`src/rtl/axi4_burst_lite_bridge.sv`:
```
// AXI4 burst slave to single-beat lite master bridge; independent read and write FSMs.
// Optional address remap enabled by defining AXI_ADDR_REMAP_EN.
module axi4_burst_lite_bridge #(
  parameter int unsigned ADDR_W   = 32,
  parameter int unsigned DATA_W   = 32,
  parameter int unsigned ID_W     = 4,
  parameter logic [3:0]  KEEP_NIB = 4'hA
) (
  input  logic                clock,
  input  logic                reset,
  // AXI4 write address
  input  logic                s_awvalid,
  output logic                s_awready,
  input  logic [ID_W-1:0]     s_awid,
  input  logic [ADDR_W-1:0]   s_awaddr,
  input  logic [7:0]          s_awlen,
  input  logic [2:0]          s_awsize,
  input  logic [1:0]          s_awburst,
  // AXI4 write data
  input  logic                s_wvalid,
  output logic                s_wready,
  input  logic [DATA_W-1:0]   s_wdata,
  input  logic [DATA_W/8-1:0] s_wstrb,
  input  logic                s_wlast,
  // AXI4 write response
  output logic                s_bvalid,
  input  logic                s_bready,
  output logic [ID_W-1:0]     s_bid,
  output logic [1:0]          s_bresp,
  // AXI4 read address
  input  logic                s_arvalid,
  output logic                s_arready,
  input  logic [ID_W-1:0]     s_arid,
  input  logic [ADDR_W-1:0]   s_araddr,
  input  logic [7:0]          s_arlen,
  input  logic [2:0]          s_arsize,
  input  logic [1:0]          s_arburst,
  // AXI4 read data
  output logic                s_rvalid,
  input  logic                s_rready,
  output logic [ID_W-1:0]     s_rid,
  output logic [DATA_W-1:0]   s_rdata,
  output logic [1:0]          s_rresp,
  output logic                s_rlast,
  // lite master
  output logic                m_awvalid,
  input  logic                m_awready,
  output logic [ADDR_W-1:0]   m_awaddr,
  output logic                m_wvalid,
  input  logic                m_wready,
  output logic [DATA_W-1:0]   m_wdata,
  output logic [DATA_W/8-1:0] m_wstrb,
  input  logic                m_bvalid,
  output logic                m_bready,
  output logic                m_arvalid,
  input  logic                m_arready,
  output logic [ADDR_W-1:0]   m_araddr,
  input  logic                m_rvalid,
  output logic                m_rready,
  input  logic [DATA_W-1:0]   m_rdata
);

  localparam int unsigned STRB_W   = DATA_W / 8;
  localparam logic [2:0]  MAX_SIZE = 3'($clog2(STRB_W));
  localparam logic [1:0]  RESP_OKAY   = 2'b00;
  localparam logic [1:0]  RESP_SLVERR = 2'b10;

`ifdef AXI_ADDR_REMAP_EN
  function automatic logic [ADDR_W-1:0] remap(input logic [ADDR_W-1:0] a);
    remap = (a[ADDR_W-1 -: 4] == KEEP_NIB) ? a : {4'h0, a[ADDR_W-5:0]};
  endfunction
`else
  logic unused_keep_nib;
  assign unused_keep_nib = ^KEEP_NIB;

  function automatic logic [ADDR_W-1:0] remap(input logic [ADDR_W-1:0] a);
    remap = a;
  endfunction
`endif

  // WRAP with an illegal length degrades to INCR.
  function automatic logic [ADDR_W-1:0] next_addr(input logic [ADDR_W-1:0] a,
                                                  input logic [2:0]        size,
                                                  input logic [1:0]        burst,
                                                  input logic [7:0]        len);
    logic [ADDR_W-1:0] step;
    logic [ADDR_W-1:0] win;
    step = ADDR_W'(1) << size;
    win  = '0;
    case (len)
      8'd1:    win = step << 1;
      8'd3:    win = step << 2;
      8'd7:    win = step << 3;
      8'd15:   win = step << 4;
      default: win = '0;
    endcase
    case (burst)
      2'b00:   next_addr = a;
      2'b10:   next_addr = (win == '0) ? a + step
                                       : (a & ~(win - 1'b1)) | ((a + step) & (win - 1'b1));
      default: next_addr = a + step;
    endcase
  endfunction

  // ---------------------------------------------------------------- read path
  typedef enum logic [1:0] {RIdle, RAddr, RData} r_state_e;

  r_state_e          r_state_q, r_state_d;
  logic [ID_W-1:0]   r_id_q, r_id_d;
  logic [ADDR_W-1:0] r_addr_q, r_addr_d;
  logic [7:0]        r_len_q, r_len_d, r_beat_q, r_beat_d;
  logic [2:0]        r_size_q, r_size_d;
  logic [1:0]        r_burst_q, r_burst_d;

  always_ff @(posedge clock or posedge reset) begin
    if (reset) begin
      r_state_q <= RIdle;
      r_id_q    <= '0;
      r_addr_q  <= '0;
      r_len_q   <= '0;
      r_beat_q  <= '0;
      r_size_q  <= '0;
      r_burst_q <= '0;
    end else begin
      r_state_q <= r_state_d;
      r_id_q    <= r_id_d;
      r_addr_q  <= r_addr_d;
      r_len_q   <= r_len_d;
      r_beat_q  <= r_beat_d;
      r_size_q  <= r_size_d;
      r_burst_q <= r_burst_d;
    end
  end

  always_comb begin
    r_state_d = r_state_q;
    r_id_d    = r_id_q;
    r_addr_d  = r_addr_q;
    r_len_d   = r_len_q;
    r_beat_d  = r_beat_q;
    r_size_d  = r_size_q;
    r_burst_d = r_burst_q;
    s_arready = 1'b0;
    m_arvalid = 1'b0;
    m_rready  = 1'b0;
    s_rvalid  = 1'b0;
    unique case (r_state_q)
      RIdle: begin
        s_arready = 1'b1;
        if (s_arvalid) begin
          r_id_d    = s_arid;
          r_addr_d  = s_araddr;
          r_len_d   = s_arlen;
          r_size_d  = s_arsize;
          r_burst_d = s_arburst;
          r_beat_d  = '0;
          r_state_d = RAddr;
        end
      end
      RAddr: begin
        m_arvalid = 1'b1;
        if (m_arready) r_state_d = RData;
      end
      RData: begin
        m_rready = s_rready;
        s_rvalid = m_rvalid;
        if (m_rvalid && s_rready) begin
          if (r_beat_q == r_len_q) begin
            r_state_d = RIdle;
          end else begin
            r_beat_d  = r_beat_q + 8'd1;
            r_addr_d  = next_addr(r_addr_q, r_size_q, r_burst_q, r_len_q);
            r_state_d = RAddr;
          end
        end
      end
      default: r_state_d = RIdle;
    endcase
  end

  assign m_araddr = remap(r_addr_q);
  assign s_rid    = r_id_q;
  assign s_rdata  = m_rdata;
  assign s_rresp  = (r_size_q > MAX_SIZE) ? RESP_SLVERR : RESP_OKAY;
  assign s_rlast  = (r_beat_q == r_len_q);

  // --------------------------------------------------------------- write path
  typedef enum logic [2:0] {WIdle, WData, WIssue, WResp, WBresp} w_state_e;

  w_state_e          w_state_q, w_state_d;
  logic [ID_W-1:0]   w_id_q, w_id_d;
  logic [ADDR_W-1:0] w_addr_q, w_addr_d;
  logic [7:0]        w_len_q, w_len_d, w_beat_q, w_beat_d;
  logic [2:0]        w_size_q, w_size_d;
  logic [1:0]        w_burst_q, w_burst_d;
  logic              w_err_q, w_err_d;
  logic [DATA_W-1:0] w_data_q, w_data_d;
  logic [STRB_W-1:0] w_strb_q, w_strb_d;
  logic              aw_done_q, aw_done_d, wd_done_q, wd_done_d;
  logic              aw_ok, wd_ok;

  always_ff @(posedge clock or posedge reset) begin
    if (reset) begin
      w_state_q <= WIdle;
      w_id_q    <= '0;
      w_addr_q  <= '0;
      w_len_q   <= '0;
      w_beat_q  <= '0;
      w_size_q  <= '0;
      w_burst_q <= '0;
      w_err_q   <= 1'b0;
      w_data_q  <= '0;
      w_strb_q  <= '0;
      aw_done_q <= 1'b0;
      wd_done_q <= 1'b0;
    end else begin
      w_state_q <= w_state_d;
      w_id_q    <= w_id_d;
      w_addr_q  <= w_addr_d;
      w_len_q   <= w_len_d;
      w_beat_q  <= w_beat_d;
      w_size_q  <= w_size_d;
      w_burst_q <= w_burst_d;
      w_err_q   <= w_err_d;
      w_data_q  <= w_data_d;
      w_strb_q  <= w_strb_d;
      aw_done_q <= aw_done_d;
      wd_done_q <= wd_done_d;
    end
  end

  always_comb begin
    w_state_d = w_state_q;
    w_id_d    = w_id_q;
    w_addr_d  = w_addr_q;
    w_len_d   = w_len_q;
    w_beat_d  = w_beat_q;
    w_size_d  = w_size_q;
    w_burst_d = w_burst_q;
    w_err_d   = w_err_q;
    w_data_d  = w_data_q;
    w_strb_d  = w_strb_q;
    aw_done_d = aw_done_q;
    wd_done_d = wd_done_q;
    aw_ok     = 1'b0;
    wd_ok     = 1'b0;
    s_awready = 1'b0;
    s_wready  = 1'b0;
    s_bvalid  = 1'b0;
    m_awvalid = 1'b0;
    m_wvalid  = 1'b0;
    m_bready  = 1'b0;
    unique case (w_state_q)
      WIdle: begin
        s_awready = 1'b1;
        if (s_awvalid) begin
          w_id_d    = s_awid;
          w_addr_d  = s_awaddr;
          w_len_d   = s_awlen;
          w_size_d  = s_awsize;
          w_burst_d = s_awburst;
          w_beat_d  = '0;
          // Oversized beats are still performed but reported as SLVERR.
          w_err_d   = (s_awsize > MAX_SIZE);
          w_state_d = WData;
        end
      end
      WData: begin
        s_wready = 1'b1;
        if (s_wvalid) begin
          w_data_d  = s_wdata;
          w_strb_d  = s_wstrb;
          w_err_d   = w_err_q | (s_wlast != (w_beat_q == w_len_q));
          aw_done_d = 1'b0;
          wd_done_d = 1'b0;
          w_state_d = WIssue;
        end
      end
      WIssue: begin
        m_awvalid = !aw_done_q;
        m_wvalid  = !wd_done_q;
        aw_ok     = aw_done_q | m_awready;
        wd_ok     = wd_done_q | m_wready;
        aw_done_d = aw_ok;
        wd_done_d = wd_ok;
        if (aw_ok && wd_ok) w_state_d = WResp;
      end
      WResp: begin
        m_bready = 1'b1;
        if (m_bvalid) begin
          if (w_beat_q == w_len_q) begin
            w_state_d = WBresp;
          end else begin
            w_beat_d  = w_beat_q + 8'd1;
            w_addr_d  = next_addr(w_addr_q, w_size_q, w_burst_q, w_len_q);
            w_state_d = WData;
          end
        end
      end
      WBresp: begin
        s_bvalid = 1'b1;
        if (s_bready) w_state_d = WIdle;
      end
      default: w_state_d = WIdle;
    endcase
  end

  assign m_awaddr = remap(w_addr_q);
  assign m_wdata  = w_data_q;
  assign m_wstrb  = w_strb_q;
  assign s_bid    = w_id_q;
  assign s_bresp  = w_err_q ? RESP_SLVERR : RESP_OKAY;

endmodule

```
`config.mk`:
```
export PLATFORM = sky130hd
export DESIGN_NAME = axi4_burst_lite_bridge
export DESIGN_NICKNAME = d
export VERILOG_FILES = /design/src/rtl/axi4_burst_lite_bridge.sv
export SDC_FILE = /design/constraint.sdc
export NUM_CORES = 1
export LEC_CHECK = 0
export BUFFER_PORTS_ARGS = -buffer_cell sky130_fd_sc_hd__buf_2
export CORE_MARGIN = 4
export CORE_UTILIZATION = 47
export CTS_CLUSTER_DIAMETER = 30
export DETAILED_ROUTE_END_ITERATION = 6
export GPL_ROUTABILITY_DRIVEN = 0
export HOLD_SLACK_MARGIN = 0.05
export PLACE_DENSITY = 0.82
export SYNTH_ARGS = -nofsm -noshare
export SYNTH_HDL_FRONTEND = slang
export SYNTH_SLANG_ARGS = --single-unit
```
`constraint.sdc`:
```
create_clock -name clock -period 4.82 [get_ports clock]
set_input_delay 0.723 -clock clock [delete_from_list [all_inputs] [get_ports clock]]
set_output_delay 0.723 -clock clock [all_outputs]
set_load 0.03 [all_outputs]
```
==> reports/qor.log <==
[finish] Finished Layout Cells 1698
[detailed_routing] Post-Route WL 29600 µm
[critical_path] Register-to-Register Path Depth 12
[finish] Diodes inserted 0
[detailed_routing] via count normalized by instance count 5.85
[run_status] run status finished, final reports clean
[yosys] portion of the post-synthesis area used by sequential elements 37.9%
[yosys] synthesized flop and latch total 158
[floorplanning] core region area 0.0218 mm²
[pwr] worst ir drop on vdd 0.362 mV
[timing] max-slew headroom at the worst pin 29.1%
[clocking] buffer depth of the longest clock path 2
[global_routing] global-route total usage across every layer 23.3%
[timing] minimum clock period 3.83 ns
[global_routing] global-route wire length before repair 47000 µm
[critical_path] critical path class reg2reg
[yosys] number of flops mapped to enable cells by yosys 0
[global_routing] number of antenna violations at the first check in global routing 0
[timing] pin slew with the least headroom to its limit 1.06 ns
[placement] count of buffers inserted at the top-level ports 267
[critical_path] Worst path slowest cell dfrtp_1
[clocking] clock latency on the worst-skew pair 0.43 ns
[yosys] post-synthesis instance total 1209
[clocking] Hold-fix buffers, CTS 0
[clocking] number of H-tree branching levels 4
[detailed_routing] number of nets still failing antenna checks after routing 0
[clocking] buffer count from post-CTS setup fixing 0
[yosys] Cell Area, Synth 0.0104 mm²
[clocking] CTS tree yes
[critical_path] Critical Path, Cell by Cell inv_1 -> or3_1 -> inv_1 -> ha_1 -> a211oi_1 -> o21ai_0 -> nor2b_1 -> o21ai_1 -> inv_1 -> nand3_1 -> nor4_1 -> a311o_1
[critical_path] CP peak stage delay 0.76 ns
[clocking] Root Buffer Master clkbuf_16
[pwr] static leakage 0.00568 µW
[critical_path] Required @ worst endpoint 5.12 ns
[clocking] number of CTS-inserted buffers 17
[critical_path] Crit path arrival time 4.13 ns
[timing] fraction of the cycle the final worst path needs 79.4%
[global_routing] number of global-route vias before repair 9531
[finish] NumNets Final 1608
[timing] setup repair after global routing missed its margin no
[timing] max-slew violation count 0
[pwr] total power 8900 µW
[floorplanning] width of the die 157 µm
[detailed_routing] Post-route DRC 0
[timing] Clock Skew 0.0148 ns
[yosys] most common flop cell mapped by yosys dfrtp_1
[yosys] Netlist cell types 84
[clocking] post-CTS sizing 0
[floorplanning] number of standard-cell rows in the floorplan 54
[yosys] mean area per synthesized cell 8.63 µm²
[detailed_routing] wire length per cell after detailed routing 17.4 µm
[yosys] fraction of synthesis flops using an asynchronous set or reset pin 100%
[timing] Final setup violation count 0
[critical_path] most numerous cell on the critical path inv_1
[global_routing] total gr overflow 0
[global_routing] pin count of the biggest net entering global routing 132
[finish] layout cell share with drive strength beyond 1 27.6%
[critical_path] r2r startpoint w_size_q[0]
[finish] Storage cell area 0.00395 mm²
[floorplanning] I/O pin total 334
[job] number of max-cap violations 0
[timing] final-report hold violation count 0
[clocking] clock transition at the register clock pins on the worst setup and hold paths after CTS 0.08 ns
[timing] setup TNS 0 ns
[pwr] total power divided by cell area 724 mW/mm²
[floorplanning] effective utilization at floorplan 47.8%
[placement] detailed placer's ending HPWL 21900 µm
[floorplanning] die boundary height 157 µm
[critical_path] largest fanout of any net on the critical path 23
[finish] area of the multi-input gates 0.00581 mm²
[floorplanning] die area 0.0246 mm²
[finish] Fill cells 1975
[timing] maximum operating frequency 261 MHz
[critical_path] launching element type of the critical path flip-flop
[detailed_routing] DR iter-0 viols 674
[detailed_routing] via count of the routed design 9933
[hold_path] HP Class in2async
[yosys] number of synthesis warnings 0
[critical_path] sort of element at the end of the critical path flip-flop
[placement] Placed Instances 1666
[finish] synthesis-to-finish area growth 17.9%
[detailed_routing] number of iterations in the first detailed-routing pass 5
[clocking] Clock Sink Count 158
[critical_path] Reg2Reg Setup Slack 0.99 ns
==> cells by family after synthesis <==
kind of cell,share of synthesized area (%)
xor gates and xnor gates,4.03
adders and majority gates,3.02
other,0.0360
buffers and inverters,6.42
DFF,37.9
AOI/OAI and AO/OA,19.6
and+or+nand+nor,22.4
muxes,6.54
==> critical path: cells and delay by family, from the launching register on <==
| kind | cells | cell delay (ns) |
|---|---|---|
| compound gates | 4 | 1.22 |
| flops | 1 | 0.76 |
| fa+ha+maj | 1 | 0.24 |
| simple gates | 4 | 1.03 |
| buf+inv | 3 | 0.46 |
==> cells in the mapped netlist (4+ instances only) <==
| cell type | number | area (µm²) |
|---|---|---|
| a211o_1 | 4 | 35.0 |
| a211oi_1 | 12 | 90.1 |
| a21o_1 | 8 | 60.1 |
| a21oi_1 | 92 | 460 |
| a22o_1 | 15 | 131 |
| a22oi_1 | 4 | 30.0 |
| a31oi_1 | 13 | 81.3 |
| a32oi_1 | 4 | 35.0 |
| and2_1 | 14 | 87.6 |
| and3_1 | 22 | 138 |
| buf_1 | 5 | 18.8 |
| buf_2 | 16 | 80.1 |
| buf_4 | 37 | 278 |
| clkbuf_1 | 44 | 165 |
| dfrtp_1 | 158 | 3950 |
| ha_1 | 22 | 275 |
| inv_1 | 33 | 124 |
| mux2_2 | 56 | 631 |
| mux2i_1 | 4 | 40.0 |
| nand2_1 | 130 | 488 |
| nand2b_1 | 19 | 119 |
| nand3_1 | 47 | 235 |
| nand3b_1 | 9 | 67.6 |
| nand4_1 | 11 | 68.8 |
| nor2_1 | 98 | 368 |
| nor2b_1 | 20 | 125 |
| nor3_1 | 27 | 135 |
| nor3b_1 | 10 | 75.1 |
| nor4_1 | 10 | 62.6 |
| o211ai_1 | 4 | 30.0 |
| o21a_1 | 7 | 52.6 |
| o21ai_0 | 80 | 400 |
| o21ai_1 | 17 | 85.1 |
| o22ai_1 | 7 | 43.8 |
| o31ai_1 | 10 | 75.1 |
| or3_1 | 8 | 50.1 |
| or3b_2 | 5 | 43.8 |
| or4_1 | 4 | 30.0 |
| xnor2_1 | 26 | 228 |
| xor2_1 | 22 | 193 |
==> per-layer routing <==
metal	track usage, %	part of all wire, %
met5	0	0
met4	7.85	2.6
met3	5.03	7.4
met2	39.3	49
met1	29.7	41
==> area by class of cell <==
| class | count | area share (%) |
|---|---|---|
| multi-input cells | 916 | 47.3 |
| flip-flops and latches | 158 | 32.1 |
| repair buffers | 278 | 11.6 |
| clock buffers | 17 | 3.46 |
| well taps | 280 | 2.85 |
| clock inverters | 15 | 1.59 |
| inverters | 34 | 1.07 |
==> stage by stage <==
stage | cell area [µm²] | util [%] | hold WS, ns | worst slack [ns]
finish | 12300 | 56.4 | 0.403 | 0.993
global route | 12300 | 56.4 | 0.422 | 0.749
CTS | 12300 | 56.4 | 0.402 | 1.08
detailed placement | 11700 | 53.5 | 0.458 | 1.11
global placement | 11700 | 53.5 | 0.455 | 1.31
floorplan | 10400 | - | 0.476 | 1.57
==> layout by cell type (no fill, tap or decap), types with 11 or more instances in the layout <==
cell,n
a21oi_1,92
mux2_2,56
ha_1,22
a31oi_1,13
xnor2_1,26
a211oi_1,12
nor2_1,98
nor2b_1,20
a22o_1,15
nor3_1,27
buf_2,267
and3_1,22
nand2b_1,19
nand2_1,130
o21ai_1,17
nand3_1,47
dfrtp_1,158
o21ai_0,80
and2_1,13
xor2_1,22
inv_1,32
clkbuf_16,17
nand4_1,11
==> worst max-delay path by stage <==
stage                start         to  slack (ns)  depth (start not counted)
6_report       w_size_q[0]  flip-flop        0.99                         12
3_5_place_dp   w_size_q[0]  flip-flop        1.11                         12
2_1_floorplan  r_size_q[1]  flip-flop        1.57                         14
5_1_grt        w_size_q[0]  flip-flop        0.75                         12
4_1_cts        w_size_q[0]  flip-flop        1.08                         12
3_3_place_gp   w_size_q[1]  flip-flop        1.31                         11
==> report_power, final <==
part	leakage, µW	total, µW	internal, µW	switching [µW]
sequential	0.00192	2740	1930	804
clock	0.000301	1420	794	626
combinational	0.00347	4740	1750	2990
(Power assumes the default switching activity.)
